[src/rtl/if_stage_fetch.sv]
// if_stage_fetch: PC register, next-PC select, IF/ID pipeline register and saturating stall/flush counters.
module if_stage_fetch #(
  parameter logic [31:0] RESET_PC  = 32'h0000_0000,
  parameter logic [31:0] NOP_INSTR = 32'h0000_0000,
  parameter int          CNT_W     = 16
) (
  input  logic             clk,
  input  logic             rst_n,
  input  logic             pc_write,
  input  logic             if_id_write,
  input  logic             branch_taken,
  input  logic [31:0]      branch_target,
  input  logic             if_flush,
  input  logic             cnt_clr,
  output logic [31:0]      imem_addr,
  input  logic [31:0]      imem_rdata,
  output logic [31:0]      if_id_pc4,
  output logic [31:0]      if_id_instr,
  output logic             if_id_valid,
  output logic [CNT_W-1:0] stall_cnt,
  output logic [CNT_W-1:0] flush_cnt
);
  localparam logic [31:0] PC_RST = {RESET_PC[31:2], 2'b00};
  logic [31:0]      pc_q, pc_d, pc4;
  logic [31:0]      pc4_q, pc4_d, instr_q, instr_d;
  logic             valid_q, valid_d;
  logic [CNT_W-1:0] stall_q, stall_d, flush_q, flush_d;
  logic             flush_load;
  always_comb begin
    pc4        = pc_q + 32'd4;
    pc_d       = !pc_write ? pc_q : branch_taken ? {branch_target[31:2], 2'b00} : pc4;
    flush_load = if_id_write && if_flush;
    pc4_d      = if_id_write ? pc4 : pc4_q;
    instr_d    = !if_id_write ? instr_q : if_flush ? NOP_INSTR : imem_rdata;
    valid_d    = if_id_write ? !if_flush : valid_q;
    stall_d    = cnt_clr ? '0 : (!pc_write && stall_q != '1) ? stall_q + 1'b1 : stall_q;
    flush_d    = cnt_clr ? '0 : (flush_load && flush_q != '1) ? flush_q + 1'b1 : flush_q;
  end
  always_ff @(posedge clk or negedge rst_n) begin
    if (!rst_n) begin
      pc_q    <= PC_RST;
      pc4_q   <= '0;
      instr_q <= NOP_INSTR;
      valid_q <= 1'b0;
      stall_q <= '0;
      flush_q <= '0;
    end else begin
      pc_q    <= pc_d;
      pc4_q   <= pc4_d;
      instr_q <= instr_d;
      valid_q <= valid_d;
      stall_q <= stall_d;
      flush_q <= flush_d;
    end
  end
  assign imem_addr   = pc_q;
  assign if_id_pc4   = pc4_q;
  assign if_id_instr = instr_q;
  assign if_id_valid = valid_q;
  assign stall_cnt   = stall_q;
  assign flush_cnt   = flush_q;
endmodule

[config.mk]
export PLATFORM = sky130hd
export DESIGN_NAME = if_stage_fetch
export DESIGN_NICKNAME = d
export VERILOG_FILES = /design/src/rtl/if_stage_fetch.sv
export SDC_FILE = /design/constraint.sdc
export NUM_CORES = 1
export LEC_CHECK = 0
export ABC_CLOCK_PERIOD_IN_PS = 3650
export CAP_MARGIN = 30
export CELL_PAD_IN_SITES_DETAIL_PLACEMENT = 0
export CELL_PAD_IN_SITES_GLOBAL_PLACEMENT = 1
export CORE_AREA = 2 2 177 109
export DETAILED_ROUTE_END_ITERATION = 8
export DIE_AREA = 0 0 179 111
export PLACE_DENSITY = 0.89
export SETUP_SLACK_MARGIN = 0.5
export SLEW_MARGIN = 20
export SYNTH_ARGS = -nofsm -noshare
export SYNTH_HDL_FRONTEND = slang
export SYNTH_SLANG_ARGS = --single-unit
export TNS_END_PERCENT = 20
[constraint.sdc]
create_clock -name clk -period 3.65 [get_ports clk]
set_input_delay 0.73 -clock clk [delete_from_list [all_inputs] [get_ports clk]]
set_output_delay 0.73 -clock clk [all_outputs]
set_load 0.02 [all_outputs]
==> out/qor.csv, run 1 <==
stage,metric,value,unit
clocking,number of buffers added by the clock tree synthesis step,17,
clocking,root buffer cell,sky130_fd_sc_hd__clkbuf_16,
route,via count,6557,
route,Detailed Routing Iterations Pass 1,5,
global_routing,first-pass GRT wire length,33100,um
sta,TNS Setup,0,ps
clocking,maximum level of the CTS H-tree,4,
clocking,number of buffers inserted to repair setup after CTS,0,
floorplan,area of the die,0.0199,mm^2
placement,RePlAce Congestion,0.838,
worst_setup_path,delay of the slowest cell on the worst path,640,ps
global_routing,number of global-route vias before repair,6085,
power,NetSw,1.29,mW
clocking,post-CTS clock slew at the launch and capture registers of the worst setup and hold paths,60,ps
layout,fraction of final layout cells with drive strength greater than 1,6.07,%
placement,instance count after placement with tap cells included,1154,
floorplan,# IOs,200,
worst_setup_path,category of the critical setup timing path,reg2reg,
sta,number of setup violations in the final report,0,
logic_synthesis,cell area after technology mapping,0.00684,mm^2
power,Max IR drop VDD,0.000286,V
run,MaxCap Viol Count,0,
global_routing,largest net degree at the start of global routing,89,
clocking,Sinks on Clock Net,125,
logic_synthesis,count of different cell masters after synthesis,64,
clocking,Resized Gates After CTS,0,
worst_setup_path,category of the worst setup path capture point,register,
logic_synthesis,Yosys warning total,0,
floorplan,total core area,0.0185,mm^2
route,total wirelength of the detailed-routed design,20600,um
logic_synthesis,gate count of the mapped netlist,762,
worst_setup_path,required time reported for the critical path endpoint,3990,ps
logic_synthesis,number of synthesized flops with an enable pin,0,
placement,sum of net half-perimeters after detailed placement,14500,um
logic_synthesis,Post-Synthesis Mean Instance Area,8.97,um^2
global_routing,remaining global-route overflow,0,
layout,"most common cell after layout, fill and taps aside",sky130_fd_sc_hd__clkdlybuf4s50_1,
floorplan,width of the die,179,um
sta,slack of the critical path,1160,ps
logic_synthesis,sequential area share after synthesis,45.7,%
power,cell internal pwr,3.08,mW
worst_setup_path,CP max FO,20,
layout,layout-stage area growth over the synthesis result,38.2,%
layout,count of nets after finishing,1001,
sta,hold slack final,326,ps
power,switching portion of total power,29.4,%
clocking,maximum root-to-sink buffer count,2,
logic_synthesis,number of synthesized register bits,125,
route,number of design rule violations left after detail routing,0,
worst_setup_path,reg2reg start,imem_addr[2],
min_path,type of the worst min-delay path,in2async,
power,share of power burned in combinational logic,22.0,%
sta,setup repair after global routing missed its margin,no,
worst_setup_path,cell-by-cell listing of the critical path,ha_1 > nand3_1 > buf_4 > or3_1 > or4_1 > a31oi_1,
floorplan,initial core utilization,37.0,%
route,initial DRC count,484,
placement,Buffers on Ports,193,
power,fraction of power consumed by the clock network,39.4,%
global_routing,total global-route track usage,21.3,%
sta,count of pins over their slew limit,0,
layout,"top library cells by usage in the layout, fill and taps aside","sky130_fd_sc_hd__clkdlybuf4s50_1, sky130_fd_sc_hd__dfrtp_1, sky130_fd_sc_hd__o21ai_0, sky130_fd_sc_hd__nor2_1, sky130_fd_sc_hd__inv_1",
layout,Antenna Cells,0,
layout,final std cells w/o fill,1185,
status,status,"complete, no violations",
sta,count of final hold-check violations,0,
power,P_leak,3.65,nW
power,part of the power in registers,38.7,%
sta,normalized max-slew margin,45.5,%
floorplan,chip height,111,um
route,vias per cell,5.53,
worst_setup_path,CP arrival,2830,ps
clocking,TritonCTS clock tree,built,
sta,final period utilization,68.1,%
worst_setup_path,r2r setup slk,1160,ps
worst_setup_path,destination of the worst register-to-register timing path,if_id_pc4[20],
worst_setup_path,element type at the critical path start,register,
floorplan,row count,39,
clocking,hold-fix buffer count after cts,0,
logic_synthesis,leading register cell type out of synthesis,sky130_fd_sc_hd__dfrtp_1,
route,antenna-violating nets left,0,
worst_setup_path,critical path's slowest cell,sky130_fd_sc_hd__or3_1,
global_routing,antenna violations before repair,0,
route,per-cell routed wire length,17.4,um
power,total power divided by cell area,462,mW/mm^2
logic_synthesis,"Async S/R FF share, synth",100,%
worst_setup_path,r2r worst-path depth,6,
worst_setup_path,beginning of the critical path,imem_addr[2],
sta,Tightest Pin Transition,817,ps
clocking,worst skew pair latency,430,ps
placement,Post-Place Setup Slack,1000,ps
sta,worst clock skew,8.48,ps
sta,FMAX,402,MHz
sta,Final Critical Period,2490,ps
-- worst max path at each step --
stage | to | slack (ps) | cells after the start
3_3_place_gp | flush_cnt[13] | 1020 | 5
2_1_floorplan | imem_addr[24] | 1400 | 7
6_report | if_id_pc4[20] | 1160 | 6
3_5_place_dp | flush_cnt[13] | 1000 | 5
4_1_cts | if_id_pc4[20] | 1140 | 6
5_1_grt | if_id_pc4[20] | 950 | 6
-- kinds of logic after synthesis --
logic type,Yosys count,share of synthesized area (%)
AOI/OAI and AO/OA,206,19.3
xor gates and xnor gates,14,1.79
adders and majority gates,3,0.549
buffers and inverters,116,7.48
DFF,125,45.7
muxes,8,1.21
other,1,0.0548
and+or+nand+nor,289,23.9
-- through the flow --
| stage | total power, mW | area (um^2) | util, % |
|---|---|---|---|
| 3_3_place_gp | 2.67 | 8870 | 47.9 |
| 2_1_floorplan | 2.17 | 6850 | - |
| 3_5_place_dp | 2.68 | 8870 | 47.9 |
| 4_1_cts | 4.41 | 9450 | 51.1 |
| 6_report | 4.37 | 9450 | 51.1 |
| 5_1_grt | 4.58 | 9450 | 51.1 |
-- per-layer routing --
metal / routed length, um / share of wire [%] / GRT usage, %
met4: 247 / 1.2 / 6.07
met3: 1850 / 9.0 / 6.28
met5: 0 / 0 / 0
met2: 8530 / 41 / 29.5
met1: 9990 / 48 / 31.8
-- cells in the mapped netlist, drive strengths merged (6+ instances only) --
library cell / n / share of area, %
a21oi: 44 / 3.2
a22o: 11 / 1.4
a31oi: 21 / 1.9
and3: 8 / 0.75
and4: 8 / 1.0
buf: 14 / 1.5
clkbuf: 48 / 3.0
dfrtp: 125 / 46
inv: 53 / 2.9
mux2i: 6 / 0.88
nand2: 38 / 2.1
nand3: 28 / 2.0
nand3b: 34 / 3.7
nand4: 29 / 2.8
nor2: 59 / 3.2
nor2b: 10 / 0.91
nor3: 18 / 1.4
nor4: 7 / 0.64
o21ai: 60 / 4.4
o311ai: 13 / 1.7
o31ai: 28 / 3.1
or3: 14 / 1.3
or4: 22 / 2.5
xnor2: 13 / 1.7
-- sequential cells by signal, indices dropped and copies added, names as in the netlist --
name,flops
flush_cnt,16
if_id_instr,32
if_id_pc4,30
if_id_valid,1
imem_addr,30
stall_cnt,16
-- layout make-up --
type	instances	area [um^2]
Inverter	54	203
Clock buffer	24	472
Multi-Input combinational cell	524	3210
Fill cell	1721	9040
Clock inverter	7	113
Sequential cell	125	3130
Tap cell	246	308
Timing Repair Buffer	205	2020
-- power by group through the flow --
stage | logic (mW) | clock network, mW | registers (mW)
floorplan | 0.339 | 0 | 1.83
detailed placement | 0.966 | 0 | 1.71
global route | 1.04 | 1.82 | 1.72
CTS | 0.971 | 1.75 | 1.69
global placement | 0.959 | 0 | 1.71
finish | 0.960 | 1.72 | 1.69
-- worst max-delay path: cells and delay by family (launching register included) --
| family | cells | cell delay, ps |
|---|---|---|
| flip-flops | 1 | 460 |
| buffers and inverters | 1 | 180 |
| AO/OA/AOI/OAI | 1 | 170 |
| adder cells (fa/ha/maj) | 1 | 290 |
| AND/OR/NAND/NOR | 3 | 1320 |
Power figures use the tool's default switching activity.
==> run 2: changes to the inputs <==
--- a/config.mk
+++ b/config.mk
@@ -5,14 +5,14 @@
 export SDC_FILE = /design/constraint.sdc
 export NUM_CORES = 1
 export LEC_CHECK = 0
-export ABC_CLOCK_PERIOD_IN_PS = 3650
+export ABC_CLOCK_PERIOD_IN_PS = 2000
 export CAP_MARGIN = 30
 export CELL_PAD_IN_SITES_DETAIL_PLACEMENT = 0
 export CELL_PAD_IN_SITES_GLOBAL_PLACEMENT = 1
-export CORE_AREA = 2 2 177 109
+export CORE_AREA = 2 2 192 119
 export DETAILED_ROUTE_END_ITERATION = 8
-export DIE_AREA = 0 0 179 111
-export PLACE_DENSITY = 0.89
+export DIE_AREA = 0 0 194 121
+export PLACE_DENSITY = 0.8
 export SETUP_SLACK_MARGIN = 0.5
 export SLEW_MARGIN = 20
 export SYNTH_ARGS = -nofsm -noshare
==> constraint.sdc (replaced) <==
create_clock -name clk -period 2 [get_ports clk]
set_input_delay 0.4 -clock clk [delete_from_list [all_inputs] [get_ports clk]]
set_output_delay 0.4 -clock clk [all_outputs]
set_load 0.02 [all_outputs]
==> run 2 against run 1 <==
Effect of this change: global-route usage fell by 1.2 points; clock power grew 110%; largest power group unchanged; total power is 100% higher; first-iteration DRC count is 13% higher; cell area up 16%.
==> out/qor.csv, run 2 (synthesized netlist as in run 1, its figures left out) <==
stage,metric,value,unit,change
layout,Finished Core Util,50.5,%,was 51.1%
route,number of design rule violations left after detail routing,0,,unchanged
sta,hold slack final,341,ps,was 326 ps
layout,flip-flop count of the largest register after layout,32,,unchanged
placement,sum of net half-perimeters after detailed placement,16200,um,was 14500 um
floorplan,initial core utilization,31.6,%,was 37.0%
clocking,root buffer cell,sky130_fd_sc_hd__clkbuf_16,,unchanged
clocking,worst skew pair latency,430,ps,about the same
layout,layout-stage area growth over the synthesis result,59.9,%,was 38.2%
floorplan,width of the die,194,um,was 179 um
floorplan,row count,42,,was 39
status,status,"complete, no violations",,unchanged
sta,setup repair after global routing missed its margin,yes,,was no
layout,filler instances,2041,,was 1721
global_routing,total global-route track usage,20.1,%,was 21.3%
worst_setup_path,CP arrival,2250,ps,was 2830 ps
clocking,Sinks on Clock Net,125,,unchanged
sta,TNS Setup,0,ps,unchanged
worst_setup_path,category of the critical setup timing path,reg2reg,,unchanged
sta,Final Critical Period,1890,ps,was 2490 ps
worst_setup_path,category of the worst setup path capture point,register,,unchanged
clocking,TritonCTS clock tree,built,,unchanged
worst_setup_path,element type at the critical path start,register,,unchanged
layout,final std cells w/o fill,1340,,was 1185
placement,RePlAce Congestion,0.830,,was 0.838
global_routing,largest net degree at the start of global routing,125,,was 89
route,via count,7109,,was 6557
min_path,type of the worst min-delay path,in2reg,,was in2async
layout,Antenna Cells,0,,unchanged
layout,"top library cells by usage in the layout, fill and taps aside","sky130_fd_sc_hd__clkdlybuf4s50_1, sky130_fd_sc_hd__dfrtp_1, sky130_fd_sc_hd__buf_4, sky130_fd_sc_hd__o21ai_0, sky130_fd_sc_hd__nor2_1",,"was sky130_fd_sc_hd__clkdlybuf4s50_1, sky130_fd_sc_hd__dfrtp_1, sky130_fd_sc_hd__o21ai_0, sky130_fd_sc_hd__nor2_1, sky130_fd_sc_hd__inv_1"
sta,normalized max-slew margin,61.0,%,was 45.5%
sta,count of final hold-check violations,0,,unchanged
sta,worst clock skew,9.82,ps,was 8.48 ps
global_routing,first-pass GRT wire length,37400,um,was 33100 um
floorplan,# IOs,200,,unchanged
sta,count of pins over their slew limit,0,,unchanged
global_routing,remaining global-route overflow,0,,unchanged
power,P_leak,4.62,nW,was 3.65 nW
clocking,maximum root-to-sink buffer count,2,,unchanged
clocking,maximum level of the CTS H-tree,4,,unchanged
placement,instance count after placement with tap cells included,1252,,was 1154
run,MaxCap Viol Count,0,,unchanged
clocking,number of buffers added by the clock tree synthesis step,17,,unchanged
placement,Buffers on Ports,193,,unchanged
route,antenna-violating nets left,0,,unchanged
sta,final period utilization,94.7,%,was 68.1%
route,vias per cell,5.31,,was 5.53
sta,FMAX,528,MHz,was 402 MHz
global_routing,antenna violations before repair,0,,unchanged
power,total power divided by cell area,811,mW/mm^2,was 462 mW/mm^2
power,overall power,8.86,mW,was 4.37 mW
power,Max IR drop VDD,0.000626,V,was 0.000286 V
sta,Tightest Pin Transition,585,ps,was 817 ps
route,per-cell routed wire length,18.4,um,was 17.4 um
worst_setup_path,CP max FO,7,,was 20
floorplan,area of the die,0.0235,mm^2,was 0.0199 mm^2
floorplan,total core area,0.0217,mm^2,was 0.0185 mm^2
worst_setup_path,required time reported for the critical path endpoint,2350,ps,was 3990 ps
layout,"most common cell after layout, fill and taps aside",sky130_fd_sc_hd__clkdlybuf4s50_1,,unchanged
clocking,post-CTS clock slew at the launch and capture registers of the worst setup and hold paths,60,ps,about the same
layout,fraction of final layout cells with drive strength greater than 1,26.9,%,was 6.07%
floorplan,chip height,121,um,was 111 um
route,total wirelength of the detailed-routed design,24600,um,was 20600 um
sta,number of setup violations in the final report,0,,unchanged
global_routing,number of global-route vias before repair,6636,,was 6085
route,initial DRC count,547,,was 484
layout,count of nets after finishing,1115,,was 1001
route,Detailed Routing Iterations Pass 1,5,,unchanged
-- run 2: changes by cell type in the layout (fill, tap and decap cells not counted), sizes merged, moves of 3 or more --
cell / change
bufinv: +3
clkdlybuf4s50: -78
dlymetal6s2s: +8
dlygate4sd2: +40
buf: +137
-- run 2: metal layers --
layer  track usage, %  share of wire [%]  vias to the layer above  wire (um)
met4             5.49                1.4                        0        333
met1             29.8                 49                     3450      12100
met3             5.53                7.2                       26       1760
li1                 -                  -                     3358          -
met5                0                  0                        -          0
met2             28.5                 43                      275      10500
-- run 2: what timing repair did --
| action | in CTS | in global routing |
|---|---|---|
| pin swaps | 17 | 43 |
| endpoints found under the hold margin | 41 | 0 |
| hold buffers | 1 | 0 |
| cloned | 2 | 0 |
| setup endpoints to repair | 194 | 199 |
| setup buffers | 15 | 38 |
| resized for setup | 232 | 87 |
-- run 2: final cells by class --
cell class	instances	area (um^2)	area share (%)
clock buffers	20	457	4.18
clock inverters	12	215	1.97
inverters	54	203	1.85
multi-input cells	526	3620	33.1
flip-flops and latches	125	3160	28.9
well taps	286	358	3.27
repair buffers	317	2920	26.7
-- run 2: path summary, 6_finish.rpt --
path,start,endpoint,slack [ps],cells after the start
setup / recovery,imem_addr[3],if_id_pc4[25],110,4
hold / removal,pc_write,stall_cnt[1],340,3
setup reg to reg,imem_addr[3],if_id_pc4[25],110,4
hold reg to reg,if_id_pc4[3],if_id_pc4[3],510,1
max in group asynchronous,rst_n,if_id_instr[25],890,3
min in group asynchronous,rst_n,stall_cnt[5],490,2
-- run 2: through the flow --
stage               worst slack, ps  cell area (um^2)
floorplan                     -27.0              6930
global placement              -64.9              9430
finish                          106             10900
CTS                             145             10300
global route                   67.2             10900
detailed placement            -85.1              9430
-- run 2: power breakdown --
group,leakage [nW],internal (mW),switching [mW]
sequential,1.53,2.80,0.235
clock,0.326,2.39,1.22
combinational,2.77,1.05,1.17
-- run 2: critical path, stage by stage (launching register included) --
cell and delay, ps:
sky130_fd_sc_hd__dfrtp_2 430, sky130_fd_sc_hd__nand4_4 140, sky130_fd_sc_hd__or4_4 620, sky130_fd_sc_hd__or4_4 460, sky130_fd_sc_hd__a31oi_4 170
==> variant 1: new RTL, flow settings as in run 2 <==
The parameter `CNT_W` goes from 16 to 32.
--- a/src/rtl/if_stage_fetch.sv
+++ b/src/rtl/if_stage_fetch.sv
@@ -4,3 +4,3 @@
   parameter logic [31:0] NOP_INSTR = 32'h0000_0000,
-  parameter int          CNT_W     = 16
+  parameter int          CNT_W     = 32
 ) (
Ports: changed (resized flush_cnt and stall_cnt); port bits go from 200 to 232. No check against the original RTL was run, so the function may have changed too.
==> variant 1 against run 2 <==
- the flow now finishes with violations (setup timing)
- setup slack worse by 0.17 ns
- wire length increased by 22%
- synthesized area is 24% higher
- sequential cell count is 32 higher
- fmax decreased by 8.2%
- sequential power grew 21%
- first-iteration DRC count is 4.8% higher
- power is 3.2% higher
- clock skew fell by 0.0012 ns
- design area rose by 32%
- core utilization rose by 16 points
- largest cell class unchanged
- largest power group is now sequential cells
==> variant 1: results (changes against run 2) <==
clock_sinks: 157  # +26%
first_pass_iters: 4  # -1
buffers: 418  # +32%
synth_fa_ha_area_frac: 0.00444  # -0.00105
synth_cell_types: 74  # +16%
critPathMaxFanout: 6  # -1
io_buffers: 225  # +17%
cpMaxStageDelayCell: "or4_2"
crit_arrival_ns: 2.41  # +0.16 ns
worstHoldStart: "cnt_clr"
place_ws_ns: -0.363  # -0.277 ns
multi_input_area_um2: 5240  # +45%
layout_setup_ws_ns: -0.0627  # -0.169 ns
tightestPinTransition_ns: 0.770  # +0.185 ns
grtUsageMet1: 0.353  # +0.0546
grt_use_met2: 0.347  # +0.0625
grt_pass1_vias: 8307  # +25%
peakVddDrop_mv: 0.606  # -3.3%
power.leakage_nw: 6.23  # +35%
synthMuxAreaShare: 0.0142  # +0.00212
drive_gt1_frac: 0.461  # +0.193
dpl.hpwl_um: 19100  # +18%
nFillCells: 1749  # -14%
setup_tns_ns: -0.517  # -0.517 ns
synth_xor_area_frac: 0.0362  # +0.0183
cts.repair.resized: 591  # +150%
n_all_inverters: 58  # +7.4%
synth.top_cells.by_area: "dfrtp_1 46%, a21oi_1 5.4%, o21ai_0 3.7%"
drt_iter0_drc: 573  # +4.8%
setup_viol: 18  # +18
violations: "setup timing"
grt_pass1_wl_um: 45400  # +21%
clock_area_frac: 0.0439  # -0.0175
nClkBuffers: 22  # +10%
cts_setup_buffers: 24  # +9
status: "finished, violations left"
seq_share: 0.274  # -0.0155
via_count: 8767  # +23%
avgRoutedWirePerCell_um: 18.9  # +2.6%
yosysSeqAreaShare: 0.464  # +0.00704
layout.nets: 1368  # +23%
route.met3.wl_um: 2840  # +61%
synth_area_per_cell_um2: 9.25  # +3.1%
wirelength_met1_um: 13800  # +14%
grt_usage: 0.243  # +0.0420
synth-compound-area-share: 0.192  # -0.000852
## variant 1: path summary, 6_finish.rpt
path / endpoint / slack, ns / depth (start not counted)
max in group asynchronous: imem_addr[28] / 0.90 / 3
worst max-delay path: flush_cnt[15] / -0.06 / 8
worst min register to register: if_id_instr[2] / 0.52 / 2
min in group asynchronous: stall_cnt[24] / 0.49 / 2
worst max register to register: flush_cnt[15] / -0.06 / 8
worst min-delay path: flush_cnt[13] / 0.40 / 2
## variant 1: power by group
part / switching [W] / total (W) / internal, W
registers: 0.000240 / 0.00366 / 0.00342
logic: 0.00106 / 0.00193 / 0.000867
clock network: 0.00136 / 0.00355 / 0.00219
total: 0.00267 / 0.00915 / 0.00648
## variant 1: worst max-delay path, delay by kind of cell, from the launching register on
| kind | cells | cell delay (ns) |
|---|---|---|
| flip-flops | 1 | 0.40 |
| AND/OR/NAND/NOR | 3 | 0.99 |
| buffers and inverters | 3 | 0.38 |
| AO/OA/AOI/OAI | 2 | 0.22 |
==> variant 2: new RTL, config.mk and constraints of run 2 <==
Made on the original files. Register the input `branch_target` before use, without a reset. The logic sees it one clock later. The other inputs are not delayed to match.
--- a/src/rtl/if_stage_fetch.sv
+++ b/src/rtl/if_stage_fetch.sv
@@ -23,2 +23,9 @@
   localparam logic [31:0] PC_RST = {RESET_PC[31:2], 2'b00};
+
+  logic [31:0] branch_target_q;
+
+  always_ff @(posedge clk) begin
+    branch_target_q <= branch_target;
+  end
+
   logic [31:0]      pc_q, pc_d, pc4;
@@ -30,3 +37,3 @@
     pc4        = pc_q + 32'd4;
-    pc_d       = !pc_write ? pc_q : branch_taken ? {branch_target[31:2], 2'b00} : pc4;
+    pc_d       = !pc_write ? pc_q : branch_taken ? {branch_target_q[31:2], 2'b00} : pc4;
     flush_load = if_id_write && if_flush;
Check against the original RTL: not equivalent (Yosys sat finds a counterexample within 4 cycles, from zero or initial values and one cycle with rst_n low).
==> variant 2 against run 2 <==
- sequential cell count grew 30
- sequential power grew 21%
- wire length grew 3.5%
- setup slack gained 0.0067 ns
- synthesized cell count grew 0.39%
- design area grew 7.8%
- synthesized area grew 8.0%
- power grew 7.3%
- clock skew grew 0.0019 ns
- core utilization grew 3.9 points
- critical endpoint is now flush_cnt[4]
- highest routed layer unchanged
==> variant 2: results (changes against run 2) <==
relSlewSlack: 0.504  # -0.106
layout.nets: 1132  # +1.5%
grt_pass1_wl_um: 37700  # +0.75%
peakVddDrop_mv: 0.605  # -3.3%
io_buffers: 193  # unchanged
fin_worst_skew_ns: 0.0117  # +0.00188 ns
grt_usage: 0.204  # +0.00296
synth.top_cells.by_area: "dfrtp_1 42%, dfxtp_1 8.1%, o21ai_0 3.7%"
via_count: 7313  # +2.9%
crit_arrival_ns: 1.49  # -0.76 ns
synth-async-reset-ratio: 0.806  # -0.194
power.leakage_nw: 4.79  # +3.6%
yosysSeqAreaShare: 0.505  # +0.0473
gp_congestion: 0.822  # -1.1%
dp.cells: 1266  # +1.1%
avgRoutedWirePerCell_um: 18.8  # +2.1%
grt_pass1_vias: 6808  # +2.6%
antenna_found_initial: 1  # +1
drive_gt1_frac: 0.303  # +0.0340
dpl.hpwl_um: 16200  # +0.31%
critPathMaxFanout: 4  # -3
grt_start_max_net_pins: 83  # -34%
cpMaxStageDelayCell: "clkdlybuf4s50_1"
status: "finished clean"
synthTopCellsByCount: "125 x dfrtp_1, 57 x nor2_1, 54 x o21ai_0"
synthesis.instances: 765  # +0.39%
[variant 2: cells by family after synthesis]
logic type | count (synthesis) | synth area share
and+or+nand+nor | 281 | 0.215
muxes | 17 | 0.0249
xor gates and xnor gates | 12 | 0.0142
AOI/OAI and AO/OA | 192 | 0.168
other | 1 | 0.000508
buffers and inverters | 104 | 0.0679
DFF | 155 | 0.505
adders and majority gates | 3 | 0.00508
[variant 2: power by group through the flow]
stage | Sequential, W | Clock [W] | Combinational (W)
after global placement | 0.00369 | 0 | 0.00196
after detailed placement | 0.00370 | 0 | 0.00198
after global routing | 0.00370 | 0.00385 | 0.00235
after CTS | 0.00365 | 0.00372 | 0.00209
final | 0.00366 | 0.00365 | 0.00220
after floorplan | 0.00401 | 0 | 0.000626
[variant 2: final cells by class]
type,count,area [um2]
Antenna cell,1,2.50
Clock buffer,26,499
Clock inverter,6,159
Fill cell,1940,9860
Inverter,44,165
Multi-Input combinational cell,513,3710
Sequential cell,155,3770
Tap cell,286,358
Timing Repair Buffer,327,3120
[variant 2: what timing repair did]
item                                   4_1_cts  5_1_grt
cloned                                       2        5
hold buffers                                 1        0
buffers inserted                            14       37
gates resized for setup                    234      131
endpoints found under the hold margin       18        0
setup endpoints to repair                  200      200
pin swaps                                    2       43
[variant 2: final timing paths]
path                                        to                 from  cells after the start
min reg2reg                      imem_addr[23]  branch_target_q[23]                      2
max reg2reg                      if_id_pc4[30]        imem_addr[18]                      5
max in group asynchronous        imem_addr[11]                rst_n                      3
max                               flush_cnt[4]         flush_cnt[4]                      1
min                        branch_target_q[28]    branch_target[28]                      1
min in group asynchronous         flush_cnt[8]                rst_n                      2
[variant 2: metrics by stage]
stage / hold slack, ns / utilization / worst slack (ns) / cell area [um2]
floorplan: 0.104 / - / 0.0117 / 7500
global placement: 0.333 / 0.466 / -0.191 / 10100
detailed placement: 0.327 / 0.466 / -0.216 / 10100
CTS: 0.387 / 0.504 / 0.111 / 10900
global route: 0.392 / 0.544 / 0.0554 / 11800
finish: 0.403 / 0.544 / 0.113 / 11800
[variant 2: per-layer routing]
layer	vias up	GRT usage	routed length [um]
met4	0	0.0644	321
li1	3409	-	-
met5	-	0	0
met2	301	0.298	11300
met3	26	0.0478	1980
met1	3577	0.298	11900
